## config.mk

```make
export PLATFORM = sky130hd
export DESIGN_NAME = axi_burst_addr_gen
export DESIGN_NICKNAME = d
export VERILOG_FILES = /design/src/rtl/axi_burst_addr_gen.sv
export SDC_FILE = /design/constraint.sdc
export NUM_CORES = 1
export LEC_CHECK = 0
export BUFFER_PORTS_ARGS = -buffer_cell sky130_fd_sc_hd__buf_2
export CAP_MARGIN = 5
export CORE_ASPECT_RATIO = 1.75
export CORE_UTILIZATION = 25
export DETAILED_ROUTE_END_ITERATION = 10
export PLACE_DENSITY = 0.49
export SLEW_MARGIN = 5
export SYNTH_ARGS = -nofsm -noshare
export SYNTH_HDL_FRONTEND = slang
export SYNTH_SLANG_ARGS = --single-unit
```

## constraint.sdc

```tcl
create_clock -name clk -period 3.8 [get_ports clk]
set_input_delay 0.57 -clock clk [delete_from_list [all_inputs] [get_ports clk]]
set_output_delay 0.57 -clock clk [all_outputs]
set_load 0.02 [all_outputs]
```

## src/rtl/axi_burst_addr_gen.sv

```systemverilog
`default_nettype none
// ============================================================================
// Module   : axi_burst_addr_gen
// Brief    : AXI4 burst address generator for the AXI2APB bridge. Accepts
//            one burst command and emits one beat address per downstream
//            handshake. Each beat carries a one-hot slave select, a decode
//            error flag, a last flag and a beat index. Supports FIXED, INCR
//            and WRAP bursts.
// Revision : 1.0 - initial release
// ============================================================================
module axi_burst_addr_gen #(
  parameter int                            ADDR_WIDTH    = 32,
  parameter int                            DATA_WIDTH    = 32,
  parameter int                            NUM_SLV       = 2,
  parameter logic [NUM_SLV*ADDR_WIDTH-1:0] SLV_BASE      = {32'h0002_F000, 32'h0001_F000},
  parameter int                            SLV_SIZE_LOG2 = 12
) (
  input  logic                  clk,
  input  logic                  rst_n,
  // command channel
  input  logic                  cmd_valid_i,
  output logic                  cmd_ready_o,
  input  logic [ADDR_WIDTH-1:0] cmd_addr_i,
  input  logic [7:0]            cmd_len_i,
  input  logic [2:0]            cmd_size_i,
  input  logic [1:0]            cmd_burst_i,
  // beat channel
  output logic                  beat_valid_o,
  input  logic                  beat_ready_i,
  output logic [ADDR_WIDTH-1:0] beat_addr_o,
  output logic [NUM_SLV-1:0]    beat_sel_o,
  output logic                  beat_err_o,
  output logic                  beat_last_o,
  output logic [7:0]            beat_idx_o
);

  // --------------------------------------------------------------------------
  // Constants
  // --------------------------------------------------------------------------
  localparam logic [0:0]            c_S_IDLE   = 1'b0;
  localparam logic [0:0]            c_S_BURST  = 1'b1;

  localparam logic [1:0]            c_FIXED    = 2'b00;
  localparam logic [1:0]            c_INCR     = 2'b01;
  localparam logic [1:0]            c_WRAP     = 2'b10;
  localparam logic [1:0]            c_RSVD     = 2'b11;

  localparam logic [2:0]            c_MAX_SIZE = 3'($clog2(DATA_WIDTH / 8));
  localparam logic [ADDR_WIDTH-1:0] c_ONE      = ADDR_WIDTH'(1);
  localparam int                    c_TAG_W    = ADDR_WIDTH - SLV_SIZE_LOG2;

  // --------------------------------------------------------------------------
  // State
  // --------------------------------------------------------------------------
  logic [0:0]            r_state;
  logic [ADDR_WIDTH-1:0] r_addr;
  logic [7:0]            r_idx;
  logic [7:0]            r_len;
  logic [2:0]            r_size_eff;
  logic [1:0]            r_burst_eff;
  logic                  r_illegal;
  logic [ADDR_WIDTH-1:0] r_wrap_low;
  logic [ADDR_WIDTH-1:0] r_wrap_mask;

  // --------------------------------------------------------------------------
  // Command-side decode (evaluated on the incoming command)
  // --------------------------------------------------------------------------
  logic                  w_cmd_fire;
  logic                  w_beat_fire;
  logic [2:0]            w_cmd_size_eff;
  logic [ADDR_WIDTH-1:0] w_cmd_bytes;
  logic [ADDR_WIDTH-1:0] w_cmd_wsize;
  logic [ADDR_WIDTH-1:0] w_cmd_wmask;
  logic                  w_size_bad;
  logic                  w_rsvd;
  logic                  w_wrap_len_ok;
  logic                  w_wrap_unaligned;
  logic                  w_wrap_bad;
  logic                  w_cmd_illegal;
  logic [1:0]            w_cmd_burst_eff;

  assign w_cmd_fire  = cmd_valid_i && cmd_ready_o;
  assign w_beat_fire = beat_valid_o && beat_ready_i;

  // Classify the incoming command: effective size, wrap window, legality
  always_comb begin
    w_size_bad       = (cmd_size_i > c_MAX_SIZE);
    w_cmd_size_eff   = w_size_bad ? c_MAX_SIZE : cmd_size_i;
    w_cmd_bytes      = c_ONE << w_cmd_size_eff;
    // wrap window = number of beats times bytes per beat
    w_cmd_wsize      = ADDR_WIDTH'({1'b0, cmd_len_i} + 9'd1) << w_cmd_size_eff;
    w_cmd_wmask      = w_cmd_wsize - c_ONE;
    w_rsvd           = (cmd_burst_i == c_RSVD);
    w_wrap_len_ok    = (cmd_len_i == 8'd1) || (cmd_len_i == 8'd3) ||
                       (cmd_len_i == 8'd7) || (cmd_len_i == 8'd15);
    w_wrap_unaligned = |(cmd_addr_i & (w_cmd_bytes - c_ONE));
    w_wrap_bad       = (cmd_burst_i == c_WRAP) && (!w_wrap_len_ok || w_wrap_unaligned);
    w_cmd_illegal    = w_size_bad || w_rsvd || w_wrap_bad;
    // an illegal WRAP or a reserved type falls back to INCR so the beat
    // count is honoured and the addresses still walk forward
    if (w_cmd_illegal && (cmd_burst_i != c_FIXED)) begin
      w_cmd_burst_eff = c_INCR;
    end else begin
      w_cmd_burst_eff = cmd_burst_i;
    end
  end

  // --------------------------------------------------------------------------
  // Next-beat address from the latched command
  // --------------------------------------------------------------------------
  logic [ADDR_WIDTH-1:0] w_bytes;
  logic [ADDR_WIDTH-1:0] w_incr_next;
  logic [ADDR_WIDTH-1:0] w_wrap_next;
  logic [ADDR_WIDTH-1:0] w_next_addr;

  // Step the beat address according to the effective burst type
  always_comb begin
    w_bytes     = c_ONE << r_size_eff;
    // INCR: align down first, so an unaligned start is corrected on beat 1
    w_incr_next = (r_addr & ~(w_bytes - c_ONE)) + w_bytes;
    w_wrap_next = r_wrap_low | ((r_addr + w_bytes) & r_wrap_mask);
    case (r_burst_eff)
      c_FIXED: w_next_addr = r_addr;
      c_WRAP:  w_next_addr = w_wrap_next;
      default: w_next_addr = w_incr_next;
    endcase
  end

  // --------------------------------------------------------------------------
  // Control FSM and beat registers
  // --------------------------------------------------------------------------
  // Accept a command in IDLE, walk beats in BURST, return to IDLE on last beat
  always_ff @(posedge clk or negedge rst_n) begin
    if (!rst_n) begin
      r_state     <= c_S_IDLE;
      r_addr      <= '0;
      r_idx       <= 8'd0;
      r_len       <= 8'd0;
      r_size_eff  <= 3'd0;
      r_burst_eff <= c_FIXED;
      r_illegal   <= 1'b0;
      r_wrap_low  <= '0;
      r_wrap_mask <= '0;
    end else begin
      case (r_state)
        c_S_IDLE: begin
          if (w_cmd_fire) begin
            r_state     <= c_S_BURST;
            r_addr      <= cmd_addr_i;
            r_idx       <= 8'd0;
            r_len       <= cmd_len_i;
            r_size_eff  <= w_cmd_size_eff;
            r_burst_eff <= w_cmd_burst_eff;
            r_illegal   <= w_cmd_illegal;
            r_wrap_low  <= cmd_addr_i & ~w_cmd_wmask;
            r_wrap_mask <= w_cmd_wmask;
          end
        end
        c_S_BURST: begin
          if (w_beat_fire) begin
            if (beat_last_o) begin
              r_state <= c_S_IDLE;
            end else begin
              r_idx  <= r_idx + 8'd1;
              r_addr <= w_next_addr;
            end
          end
        end
        default: r_state <= c_S_IDLE;
      endcase
    end
  end

  // --------------------------------------------------------------------------
  // Region decode on the registered beat address
  // --------------------------------------------------------------------------
  logic [NUM_SLV-1:0] w_sel;

  for (genvar g = 0; g < NUM_SLV; g++) begin : g_dec
    assign w_sel[g] = (r_addr[ADDR_WIDTH-1:SLV_SIZE_LOG2] ==
                       SLV_BASE[g*ADDR_WIDTH + SLV_SIZE_LOG2 +: c_TAG_W]);
  end

  // --------------------------------------------------------------------------
  // Outputs
  // --------------------------------------------------------------------------
  assign cmd_ready_o  = (r_state == c_S_IDLE);
  assign beat_valid_o = (r_state == c_S_BURST);
  assign beat_addr_o  = r_addr;
  assign beat_sel_o   = w_sel;
  assign beat_err_o   = r_illegal || !(|w_sel);
  assign beat_last_o  = (r_idx == r_len);
  assign beat_idx_o   = r_idx;

endmodule
`default_nettype wire
```

==> flow_metrics.env <==
export IMPL_status="complete, no violations"
export IMPL_path_max_fanout=16
export IMPL_cts_hold_buf=0
export IMPL_power_frac_seq=0.353
export IMPL_place_congestion=0.883
export IMPL_power_density_nw_per_um2=634
export IMPL_slew_violations=0
export IMPL_synth_mux_area_fraction=0.0177
export IMPL_cts_buffers=17
export IMPL_place_hpwl_mm=24.5
export IMPL_rows=88
export IMPL_synth_seq_cells=118
export IMPL_core_um2=33000
export IMPL_fin_nets=1184
export IMPL_port_buffers=94
export IMPL_ir_drop_uv=269
export IMPL_relSlewSlack=0.282
export IMPL_start_kind="flop"
export IMPL_yosysWarnings=0
export IMPL_synth_xor_area_frac=0.0644
export IMPL_vias=8313
export IMPL_routed_via_density=5.43
export IMPL_synth_largest_area_cell="dfrtp_1"
export IMPL_synth_compound_area_frac=0.232
export IMPL_rr_startpoint="r_size_eff[0]$_DFFE_PN0P_"
export IMPL_worstMarginPinSlew_ps=1070
export IMPL_drt_iter0_drc=539
export IMPL_synthesis_area_um2=8430
export IMPL_cts_tree="done"
export IMPL_clock_sinks=118
export IMPL_p_switching_mw=2.75
export IMPL_arrival_ps=3780
export IMPL_p_int_mw=3.59
export IMPL_die_w_um=141
export IMPL_insertion_delay_ps=450
export IMPL_synthesis_instances=1037
export IMPL_die_height_um=245
export IMPL_synth_top_family_by_area="simple AND/OR/NAND/NOR gates"
export IMPL_synth_area_top_cells="dfrtp_1 35%, nand2_1 7.7%, xor2_1 3.9%"
export IMPL_drt_wl_total_mm=32.4
export IMPL_path_class="reg2reg"
export IMPL_required_ps=4150
export IMPL_clock_skew_ps=11.6
export IMPL_p_leak_nw=4.44
export IMPL_rsz0062_at_grt="false"
export IMPL_drc=0
export IMPL_wl_per_cell_um=21.2
export IMPL_fin_crit_sh=0.904
export IMPL_gr_total_overflow=0
export IMPL_async_flop_share=1.00
export IMPL_grt_max_degree=59
export IMPL_synth_commonest_cells="174 x nand2_1, 118 x dfrtp_1, 62 x o21ai_0, 58 x a21oi_1, 53 x clkbuf_1"
export IMPL_fmax_mhz=291
export IMPL_cts_buffer_depth=2
export IMPL_setup_violations=0
export IMPL_postCtsSetupBuffers=0
export IMPL_final_min_clock_period_ps=3440
export IMPL_synth_most_common_cell="nand2_1"
export IMPL_antenna_found_initial=0
export IMPL_ios=95
export IMPL_end_kind="flop"
export IMPL_grt_use_total=0.194
export IMPL_grt_first_pass_wirelength_mm=49.9
export IMPL_postSynthAreaPerCell_um2=8.13
export IMPL_hold_viol_final=0
export IMPL_yosysUniqueCellTypes=85
export IMPL_hp_class="in2async"
export IMPL_initial_core_util=0.255
export IMPL_crit_start="r_size_eff[0]$_DFFE_PN0P_"
export IMPL_pwr_share_clk=0.249
export IMPL_combPwrFrac=0.398
export IMPL_area_growth_synth_to_final_pct=18.7
export IMPL_synth_edf_count=0
export IMPL_yosys_area_share_simple=0.251
export IMPL_drive_gt1_frac=0.174
export IMPL_ctsResizeCount=0
export IMPL_synth_fa_ha_area_frac=0.0321
export IMPL_clockRootBuffer="clkbuf_16"
export IMPL_ctsHtreeMaxLevel=4
export IMPL_synth_ff_type="dfrtp_1"
export IMPL_n_antenna_cell=0
export IMPL_final_util=0.303
export IMPL_grt_pass1_vias=8293
export IMPL_synth_top_area_frac=0.350
export IMPL_final_setup_tns_ps=0
export IMPL_seq_area_frac_synth=0.350
export IMPL_dr_pass1_iters=5
export IMPL_path_clk_slew_ps=60
export IMPL_sw_frac_of_total=0.434
export IMPL_antenna_left=0
export IMPL_die_area_um2=34500
export IMPL_cap_violations=0
==> sequential cells by signal (all words and copies together), names as in the netlist <==
signal        flops
r_len             8
r_wrap_low       32
r_wrap_mask      31
r_burst_eff       2
beat_addr_o      32
beat_idx_o        8
beat_valid_o      1
r_illegal         1
r_size_eff        3
==> per-stage QoR <==
stage	instances	cell area (um2)	total power [mW]	hold WS (ps)	setup slack (ps)
floorplan	1038	8430	3.79	274	388
global placement	1500	9430	4.75	445	293
detailed placement	1500	9430	4.79	452	303
CTS	1532	10000	6.39	225	368
global route	1532	10000	6.76	267	156
finish	1532	10000	6.34	207	364
==> routing by layer <==
metal	track usage	share of wire	up-vias
met5	0	0	-
met1	0.203	0.38	4027
met2	0.357	0.52	240
met4	0.119	0.058	0
met3	0.0337	0.040	82
li1	-	-	3964
==> layout by cell type (no fill, tap or decap), types with 16 or more instances in the layout <==
cell type	instances
dfrtp_1	118
a211oi_1	23
nand4_1	18
nor4_1	16
inv_1	29
buf_4	41
nor3_1	30
o21ai_0	62
nand3_1	34
nor2_1	51
nand2_1	173
xor2_1	38
xnor2_1	24
a21oi_1	58
ha_1	20
clkbuf_16	17
buf_2	93
==> worst paths after layout <==
check	to	slack (ps)	cells after the start
worst max-delay path	beat_addr_o[24]$_DFFE_PN0P_	360	11
worst min-delay path	r_wrap_low[24]$_DFFE_PN0P_	210	1
worst max register to register	beat_addr_o[24]$_DFFE_PN0P_	360	11
worst min register to register	r_wrap_low[31]$_DFFE_PN0P_	460	2
max in group asynchronous	r_size_eff[0]$_DFFE_PN0P_	2650	2
min in group clk	r_wrap_low[14]$_DFFE_PN0P_	350	2
==> power by group through the flow <==
stage	Sequential [mW]	Clock (mW)	Combinational, mW
floorplan	2.14	0	1.64
global placement	2.25	0	2.50
detailed placement	2.25	0	2.53
CTS	2.24	1.61	2.54
global route	2.30	1.66	2.80
finish	2.24	1.58	2.52
==> cell families (layout without fill, tap and decap cells) <==
family                   after synthesis  count (layout)
AND/OR/NAND/NOR                      425             425
flip-flops                           118             118
buffers and inverters                108             197
XOR/XNOR                              62              62
adder cells (fa/ha/maj)               21              21
AO/OA/AOI/OAI                        287             287
other                                  2               3
multiplexers                          14              14
==> worst max-delay path, stage by stage (launching register included) <==
cell and delay (ps):
dfrtp_1 440, or3_1 400, inv_1 150, ha_1 240, fa_1 260, a211oi_1 130, o21ai_0 210, a31oi_1 120
buf_4 220, or4b_2 660, a32o_1 270, a211oi_1 230
==> layout make-up <==
type                       count  area (um2)
sequential                   118        2950
timing repair buffer         135         793
clock buffer                  17         425
clock inverter                15         146
multi-input combinational    812        5070
fill                        3569       23000
inverter                      30         113
tap                          405         507
No activity file was read; power rests on OpenSTA's default activity.
